$ cat src/rtl/key_draw_ctrl_if.sv
// rtl/key_draw_ctrl_if.sv - event, position-LUT and VGA plot signals of key_draw_ctrl
interface key_draw_ctrl_if;
  logic       ev_valid;
  logic [7:0] ev_key;
  logic       ev_down;
  logic       ev_ready;
  logic       ev_dropped;
  logic [7:0] lut_key;
  logic [7:0] lut_x;
  logic [6:0] lut_y;
  logic       lut_hit;
  logic [7:0] vga_x;
  logic [6:0] vga_y;
  logic [2:0] vga_colour;
  logic       vga_plot;
  logic       busy;

  modport master (
    output ev_valid, ev_key, ev_down, lut_x, lut_y, lut_hit,
    input  ev_ready, ev_dropped, lut_key, vga_x, vga_y, vga_colour, vga_plot, busy
  );

  modport slave (
    input  ev_valid, ev_key, ev_down, lut_x, lut_y, lut_hit,
    output ev_ready, ev_dropped, lut_key, vga_x, vga_y, vga_colour, vga_plot, busy
  );
endinterface

$ cat src/rtl/key_draw_ctrl.sv
// rtl/key_draw_ctrl.sv - queues key events and plots a highlight box per key, one pixel per clock
module key_draw_ctrl #(
  parameter int unsigned BOX_W      = 4,
  parameter int unsigned BOX_H      = 4,
  parameter int unsigned FIFO_DEPTH = 4,
  parameter logic [2:0]  COL_ON     = 3'b111,
  parameter logic [2:0]  COL_OFF    = 3'b000
) (
  input  logic           clock,
  input  logic           resetn,
  key_draw_ctrl_if.slave bus
);
  localparam int unsigned PW       = $clog2(FIFO_DEPTH);
  localparam logic [PW:0] PTR_ONE  = (PW + 1)'(1);
  localparam logic [7:0]  CX_LAST  = 8'(BOX_W - 1);
  localparam logic [7:0]  CY_LAST  = 8'(BOX_H - 1);

  typedef enum logic [1:0] {IDLE, LOOKUP, DRAW} state_t;

  state_t      state_q, state_d;
  logic [8:0]  mem_q [FIFO_DEPTH];
  logic [PW:0] wr_ptr_q, wr_ptr_d;
  logic [PW:0] rd_ptr_q, rd_ptr_d;
  logic [7:0]  lut_key_q, lut_key_d;
  logic        dir_q, dir_d;
  logic [7:0]  ox_q, ox_d;
  logic [6:0]  oy_q, oy_d;
  logic [7:0]  cx_q, cx_d;
  logic [7:0]  cy_q, cy_d;
  logic [7:0]  vga_x_q, vga_x_d;
  logic [6:0]  vga_y_q, vga_y_d;
  logic [2:0]  vga_col_q, vga_col_d;
  logic        vga_plot_q, vga_plot_d;

  logic        empty, full, push;
  logic [8:0]  head;
  logic        load_pix, in_range;
  logic [7:0]  pix_ox, pix_cx, pix_cy;
  logic [6:0]  pix_oy;
  logic [8:0]  px;
  logic [7:0]  py;

  // Extra pointer MSB distinguishes full from empty when the indices match.
  assign empty = (wr_ptr_q == rd_ptr_q);
  assign full  = (wr_ptr_q[PW] != rd_ptr_q[PW]) &&
                 (wr_ptr_q[PW-1:0] == rd_ptr_q[PW-1:0]);
  assign push  = bus.ev_valid && !full;
  assign head  = mem_q[rd_ptr_q[PW-1:0]];

  assign wr_ptr_d = push ? wr_ptr_q + PTR_ONE : wr_ptr_q;

  always_ff @(posedge clock) begin
    if (push) begin
      mem_q[wr_ptr_q[PW-1:0]] <= {bus.ev_key, bus.ev_down};
    end
  end

  always_comb begin
    state_d    = state_q;
    rd_ptr_d   = rd_ptr_q;
    lut_key_d  = lut_key_q;
    dir_d      = dir_q;
    ox_d       = ox_q;
    oy_d       = oy_q;
    cx_d       = cx_q;
    cy_d       = cy_q;
    vga_x_d    = vga_x_q;
    vga_y_d    = vga_y_q;
    vga_col_d  = vga_col_q;
    vga_plot_d = 1'b0;
    load_pix   = 1'b0;
    pix_ox     = ox_q;
    pix_oy     = oy_q;
    pix_cx     = cx_q;
    pix_cy     = cy_q;

    case (state_q)
      IDLE: begin
        if (!empty) begin
          lut_key_d = head[8:1];
          dir_d     = head[0];
          rd_ptr_d  = rd_ptr_q + PTR_ONE;
          state_d   = LOOKUP;
        end
      end
      LOOKUP: begin
        if (bus.lut_hit) begin
          ox_d     = bus.lut_x;
          oy_d     = bus.lut_y;
          cx_d     = '0;
          cy_d     = '0;
          pix_ox   = bus.lut_x;
          pix_oy   = bus.lut_y;
          pix_cx   = '0;
          pix_cy   = '0;
          load_pix = 1'b1;
          state_d  = DRAW;
        end else begin
          state_d = IDLE;
        end
      end
      DRAW: begin
        if (cx_q == CX_LAST && cy_q == CY_LAST) begin
          state_d = IDLE;
        end else begin
          if (cx_q == CX_LAST) begin
            cx_d = '0;
            cy_d = cy_q + 8'd1;
          end else begin
            cx_d = cx_q + 8'd1;
          end
          pix_cx   = cx_d;
          pix_cy   = cy_d;
          load_pix = 1'b1;
        end
      end
      default: state_d = IDLE;
    endcase

    // Sums are one bit wider than the screen coordinates so off-screen pixels clip instead of wrapping.
    px       = {1'b0, pix_ox} + {1'b0, pix_cx};
    py       = {1'b0, pix_oy} + pix_cy;
    in_range = (px <= 9'd159) && (py <= 8'd119);

    if (load_pix && in_range) begin
      vga_plot_d = 1'b1;
      vga_x_d    = px[7:0];
      vga_y_d    = py[6:0];
      vga_col_d  = dir_q ? COL_ON : COL_OFF;
    end
  end

  always_ff @(posedge clock or negedge resetn) begin
    if (!resetn) begin
      state_q    <= IDLE;
      wr_ptr_q   <= '0;
      rd_ptr_q   <= '0;
      lut_key_q  <= '0;
      dir_q      <= 1'b0;
      ox_q       <= '0;
      oy_q       <= '0;
      cx_q       <= '0;
      cy_q       <= '0;
      vga_x_q    <= '0;
      vga_y_q    <= '0;
      vga_col_q  <= '0;
      vga_plot_q <= 1'b0;
    end else begin
      state_q    <= state_d;
      wr_ptr_q   <= wr_ptr_d;
      rd_ptr_q   <= rd_ptr_d;
      lut_key_q  <= lut_key_d;
      dir_q      <= dir_d;
      ox_q       <= ox_d;
      oy_q       <= oy_d;
      cx_q       <= cx_d;
      cy_q       <= cy_d;
      vga_x_q    <= vga_x_d;
      vga_y_q    <= vga_y_d;
      vga_col_q  <= vga_col_d;
      vga_plot_q <= vga_plot_d;
    end
  end

  assign bus.ev_ready   = !full;
  assign bus.ev_dropped = bus.ev_valid && full;
  assign bus.lut_key    = lut_key_q;
  assign bus.vga_x      = vga_x_q;
  assign bus.vga_y      = vga_y_q;
  assign bus.vga_colour = vga_col_q;
  assign bus.vga_plot   = vga_plot_q;
  assign bus.busy       = (state_q != IDLE) || !empty;
endmodule

$ cat src/flat_wrapper.sv
// flat-port wrapper written by rule: the top's interface ports become plain ports
module key_draw_ctrl_flat 
#(
  parameter int unsigned BOX_W      = 4,
  parameter int unsigned BOX_H      = 4,
  parameter int unsigned FIFO_DEPTH = 4,
  parameter logic [2:0]  COL_ON     = 3'b111,
  parameter logic [2:0]  COL_OFF    = 3'b000
)
  (clock, resetn, bus_ev_valid, bus_ev_key, bus_ev_down, bus_lut_x, bus_lut_y, bus_lut_hit, bus_ev_ready, bus_ev_dropped, bus_lut_key, bus_vga_x, bus_vga_y, bus_vga_colour, bus_vga_plot, bus_busy);
  key_draw_ctrl_if bus_i ();
  input  logic clock;
  input  logic resetn;
  input wire logic [$bits(bus_i.ev_valid)-1:0] bus_ev_valid;
  input wire logic [$bits(bus_i.ev_key)-1:0] bus_ev_key;
  input wire logic [$bits(bus_i.ev_down)-1:0] bus_ev_down;
  input wire logic [$bits(bus_i.lut_x)-1:0] bus_lut_x;
  input wire logic [$bits(bus_i.lut_y)-1:0] bus_lut_y;
  input wire logic [$bits(bus_i.lut_hit)-1:0] bus_lut_hit;
  output wire logic [$bits(bus_i.ev_ready)-1:0] bus_ev_ready;
  output wire logic [$bits(bus_i.ev_dropped)-1:0] bus_ev_dropped;
  output wire logic [$bits(bus_i.lut_key)-1:0] bus_lut_key;
  output wire logic [$bits(bus_i.vga_x)-1:0] bus_vga_x;
  output wire logic [$bits(bus_i.vga_y)-1:0] bus_vga_y;
  output wire logic [$bits(bus_i.vga_colour)-1:0] bus_vga_colour;
  output wire logic [$bits(bus_i.vga_plot)-1:0] bus_vga_plot;
  output wire logic [$bits(bus_i.busy)-1:0] bus_busy;
  assign bus_i.ev_valid = bus_ev_valid;
  assign bus_i.ev_key = bus_ev_key;
  assign bus_i.ev_down = bus_ev_down;
  assign bus_i.lut_x = bus_lut_x;
  assign bus_i.lut_y = bus_lut_y;
  assign bus_i.lut_hit = bus_lut_hit;
  assign bus_ev_ready = bus_i.ev_ready;
  assign bus_ev_dropped = bus_i.ev_dropped;
  assign bus_lut_key = bus_i.lut_key;
  assign bus_vga_x = bus_i.vga_x;
  assign bus_vga_y = bus_i.vga_y;
  assign bus_vga_colour = bus_i.vga_colour;
  assign bus_vga_plot = bus_i.vga_plot;
  assign bus_busy = bus_i.busy;
  key_draw_ctrl #(.BOX_W(BOX_W), .BOX_H(BOX_H), .FIFO_DEPTH(FIFO_DEPTH), .COL_ON(COL_ON), .COL_OFF(COL_OFF)) u_core (.clock(clock), .resetn(resetn), .bus(bus_i));
endmodule
$ cat config.mk
export PLATFORM = sky130hd
export DESIGN_NAME = key_draw_ctrl_flat
export DESIGN_NICKNAME = d
export VERILOG_FILES = /design/src/rtl/key_draw_ctrl_if.sv /design/src/rtl/key_draw_ctrl.sv /design/src/flat_wrapper.sv
export SDC_FILE = /design/constraint.sdc
export NUM_CORES = 1
export LEC_CHECK = 0
export CAP_MARGIN = 20
export CORE_MARGIN = 4
export CORE_UTILIZATION = 51
export CTS_CLUSTER_DIAMETER = 50
export DETAILED_ROUTE_END_ITERATION = 10
export PLACE_DENSITY = 0.84
export SETUP_SLACK_MARGIN = 0.05
export SLEW_MARGIN = 0
export SYNTH_ARGS = -nofsm -noshare
export SYNTH_HDL_FRONTEND = slang
export SYNTH_SLANG_ARGS = --single-unit
export TNS_END_PERCENT = 30
$ cat constraint.sdc
create_clock -name clock -period 4 [get_ports clock]
set_input_delay 0.6 -clock clock [delete_from_list [all_inputs] [get_ports clock]]
set_output_delay 0.6 -clock clock [all_outputs]
set_load 0.05 [all_outputs]
==> impl_metrics.ini <==
[yosys]
ys_ff_latch = 101
synth_edf_count = 36
synth-seq-area-share_pct = 54.3
ys_top_cells_by_area = dfrtp_1 (33%), edfxtp_1 (22%), mux2_2 (7.7%)
synth.distinct_cells = 49
yosys.area.top_type_share_pct = 32.6
syn_avg_cell_area_um2 = 13.0
synth_area_um2 = 4990
ys.flop_type = dfrtp_1
synthesis.nets = 438
netlist.top_cell.by_area = dfrtp_1
synth_warnings = 0
async_flop_share_pct = 64.4
syn_inst = 383

[floorplan]
core_um2 = 9370
die_y_um = 107
initial_core_util_pct = 53.2
row_count = 35
fp.dieArea_um2 = 11400
die_x_um = 107
io_pins = 58

[sta]
final_max_slew_viol_count = 0
fin_tns_setup_ns = 0
setup_slack_ns = 0.114
max_slew.worst_pin.slew_ns = 0.757
finalCriticalPeriod_ns = 3.89
setup_viol = 0
finalCritPeriodShare_pct = 97.1
timing.max_slew.rel_slack_pct = 49.5
fin_worst_skew_ns = 0.0102
fmax_ghz = 0.257
finalHoldViolCount = 0

[layout]
drive_above_1_share_pct = 26.5
layout.cells.non_filler = 601
final_net_count = 522
syn_to_final_growth_pct = 24.2
n_antenna_cell = 0
fin_util_pct = 66.1

[critical_path]
start_kind = register
crit_path_max_fanout = 17
cp-end-kind = register
cp_data_arrival_time_ns = 4.15
crit_required_ns = 4.27
path_class = reg -> reg

[clock_network]
clock-sinks = 101
numCtsBuffers = 9
clock_tree.root_cell = clkbuf_8
cts_hold_buffers = 0
clkLatencyLatePin_ns = 0.38
h-tree-depth = 3
clockBufferDepth = 2
tritoncts = yes
clkSlewWorstSetupHoldPaths_ns = 0.11

[drt]
num_vias = 3416
route.detailed.drc = 0
drtIter0Drc = 169
avgViaCountPerCell = 5.68
wl_per_cell_um = 18.1
firstDrtPassIters = 5
wl_um = 10900
ant_nets = 0

[pwr]
power.total_w = 0.00507
peakVddDrop_uv = 470
power.leakage_nw = 2.60
clock_power_share_pct = 13.2
switching_power_w = 0.00217
p_comb_share_pct = 54.6
p_int_w = 0.00290
p_seq_share_pct = 32.2
cellPowerDensity_nw_per_um2 = 818
p_sw_share_pct = 42.8

[grt]
grt-busiest-layer = met2
use_met1_pct = 26.1
grt_pass1_vias = 3562
grt_pass1_wl_um = 17700
antenna_found_initial = 0
overflow = 0
track_usage_pct = 19.8
grt_use_met2_pct = 32.8
grt_util_met3_pct = 3.55
grt_max_degree = 35

[min_path]
min_path_type = in -> async

[flow_run]
drv_cap = 0

[run_status]
outcome = complete, no violations

[place]
dp.final_hpwl_um = 7740
numPlacedInstances = 582
place_ws_ns = -0.241
routabilityCongestion = 0.920
port_buffers = 57
final cells by class:
| class | instances | area, um^2 |
|---|---|---|
| clock buffer | 9 | 124 |
| clock inverter | 7 | 92.6 |
| fill | 691 | 3180 |
| inverter | 13 | 48.8 |
| multi-input combinational | 253 | 2240 |
| sequential | 101 | 2710 |
| tap | 129 | 161 |
| timing repair buffer | 89 | 818 |
cell families (layout without fill, tap and decap cells):
family / Yosys count / in the layout / synth area share [%]
flops: 101 / 101 / 54.3
fa+ha+maj: 27 / 27 / 7.07
xor+xnor: 18 / 18 / 3.31
buf+inv: 29 / 118 / 2.63
mux: 52 / 52 / 14.1
compound gates: 77 / 77 / 10.3
simple gates: 79 / 79 / 8.23
timing repair:
item,4_1_cts,5_1_grt
buffers inserted,0,3
pin swaps,0,5
endpoints found under the setup margin,13,16
gates resized for setup,1,21
power groups by stage:
stage	clock network [W]	registers, W	logic (W)
after CTS	0.000681	0.00164	0.00272
after global routing	0.000741	0.00167	0.00298
after global placement	0	0.00164	0.00261
final	0.000667	0.00163	0.00277
after detailed placement	0	0.00166	0.00270
after floorplan	0	0.00204	0.00146
routing by layer:
layer  wire [um]  share of wire, %
met5           0                 0
met1        4590                42
met2        5460                50
met4         225               2.1
met3         628               5.8
state kept, by name (all words and copies together), names as in the netlist, 2 cells and up:
register and flops:
u_core.mem_q 36, u_core.bus.vga_x 8, u_core.state_q 2, u_core.oy_q 7, u_core.rd_ptr_q 3, u_core.wr_ptr_q 3
u_core.cy_q 8, u_core.cx_q 8, u_core.bus.lut_key 8, u_core.ox_q 8, u_core.bus.vga_y 7
cell usage in the layout, fill, tap and decap left out, types with 6 or more instances in the layout:
cell type,instances
ha_1,24
xor2_1,7
inv_1,13
buf_4,31
nand2_1,19
nand3_1,9
and3_1,7
edfxtp_1,36
mux2_2,34
dfrtp_1,65
o21ai_0,23
nor2_1,17
a21oi_1,6
xnor2_1,9
mux2_4,6
mux4_2,9
clkbuf_8,9
clkdlybuf4s50_1,56
Yosys cell counts, types with 4 or more instances:
library cell / number
nand2b_1: 4
ha_1: 25
a21oi_1: 8
nor2_1: 18
xor2_1: 7
xnor2_1: 10
a21o_1: 5
mux2_4: 6
nand3_1: 11
inv_1: 13
nand2_1: 19
clkbuf_1: 7
mux2_2: 34
and3_1: 7
a211oi_1: 8
a31oi_1: 6
o31ai_1: 4
edfxtp_1: 36
dfrtp_1: 65
nor3_1: 6
mux4_2: 9
buf_1: 5
o21ai_0: 27
critical path, stage by stage (launching register included):
cell and delay, ns:
dfrtp_1 0.40, or4_4 0.54, nor3_2 0.14, buf_4 0.17, a31oi_1 0.08, o21ai_1 0.17
o31ai_2 0.11, ha_1 0.35, o21ai_0 0.23, o21bai_1 0.13, or3_1 0.36, a31oi_2 0.25
xor2_2 0.24, nand4b_4 0.14, buf_12 0.18, mux2_4 0.30
final timing paths:
kind	cells past startpoint	to	slack, ns	start
worst min register to register	1	u_core.rd_ptr_q[2]	0.50	u_core.rd_ptr_q[2]
worst max register to register	15	u_core.bus.vga_y[2]	0.11	u_core.cx_q[3]
worst min-delay path	1	u_core.bus.vga_y[1]	0.28	resetn
worst max-delay path	15	u_core.bus.vga_y[2]	0.11	u_core.cx_q[3]
max in group asynchronous	2	u_core.cx_q[0]	2.81	resetn
min in group clock	1	u_core.rd_ptr_q[2]	0.50	u_core.rd_ptr_q[2]
metrics by stage:
step           hold WS (ns)  instance area [um^2]
6_report              0.280                  6190
2_1_floorplan         0.304                  4990
3_3_place_gp          0.475                  5870
5_1_grt               0.328                  6190
4_1_cts               0.301                  6080
3_5_place_dp          0.483                  5870
(Power assumes the default switching activity.)
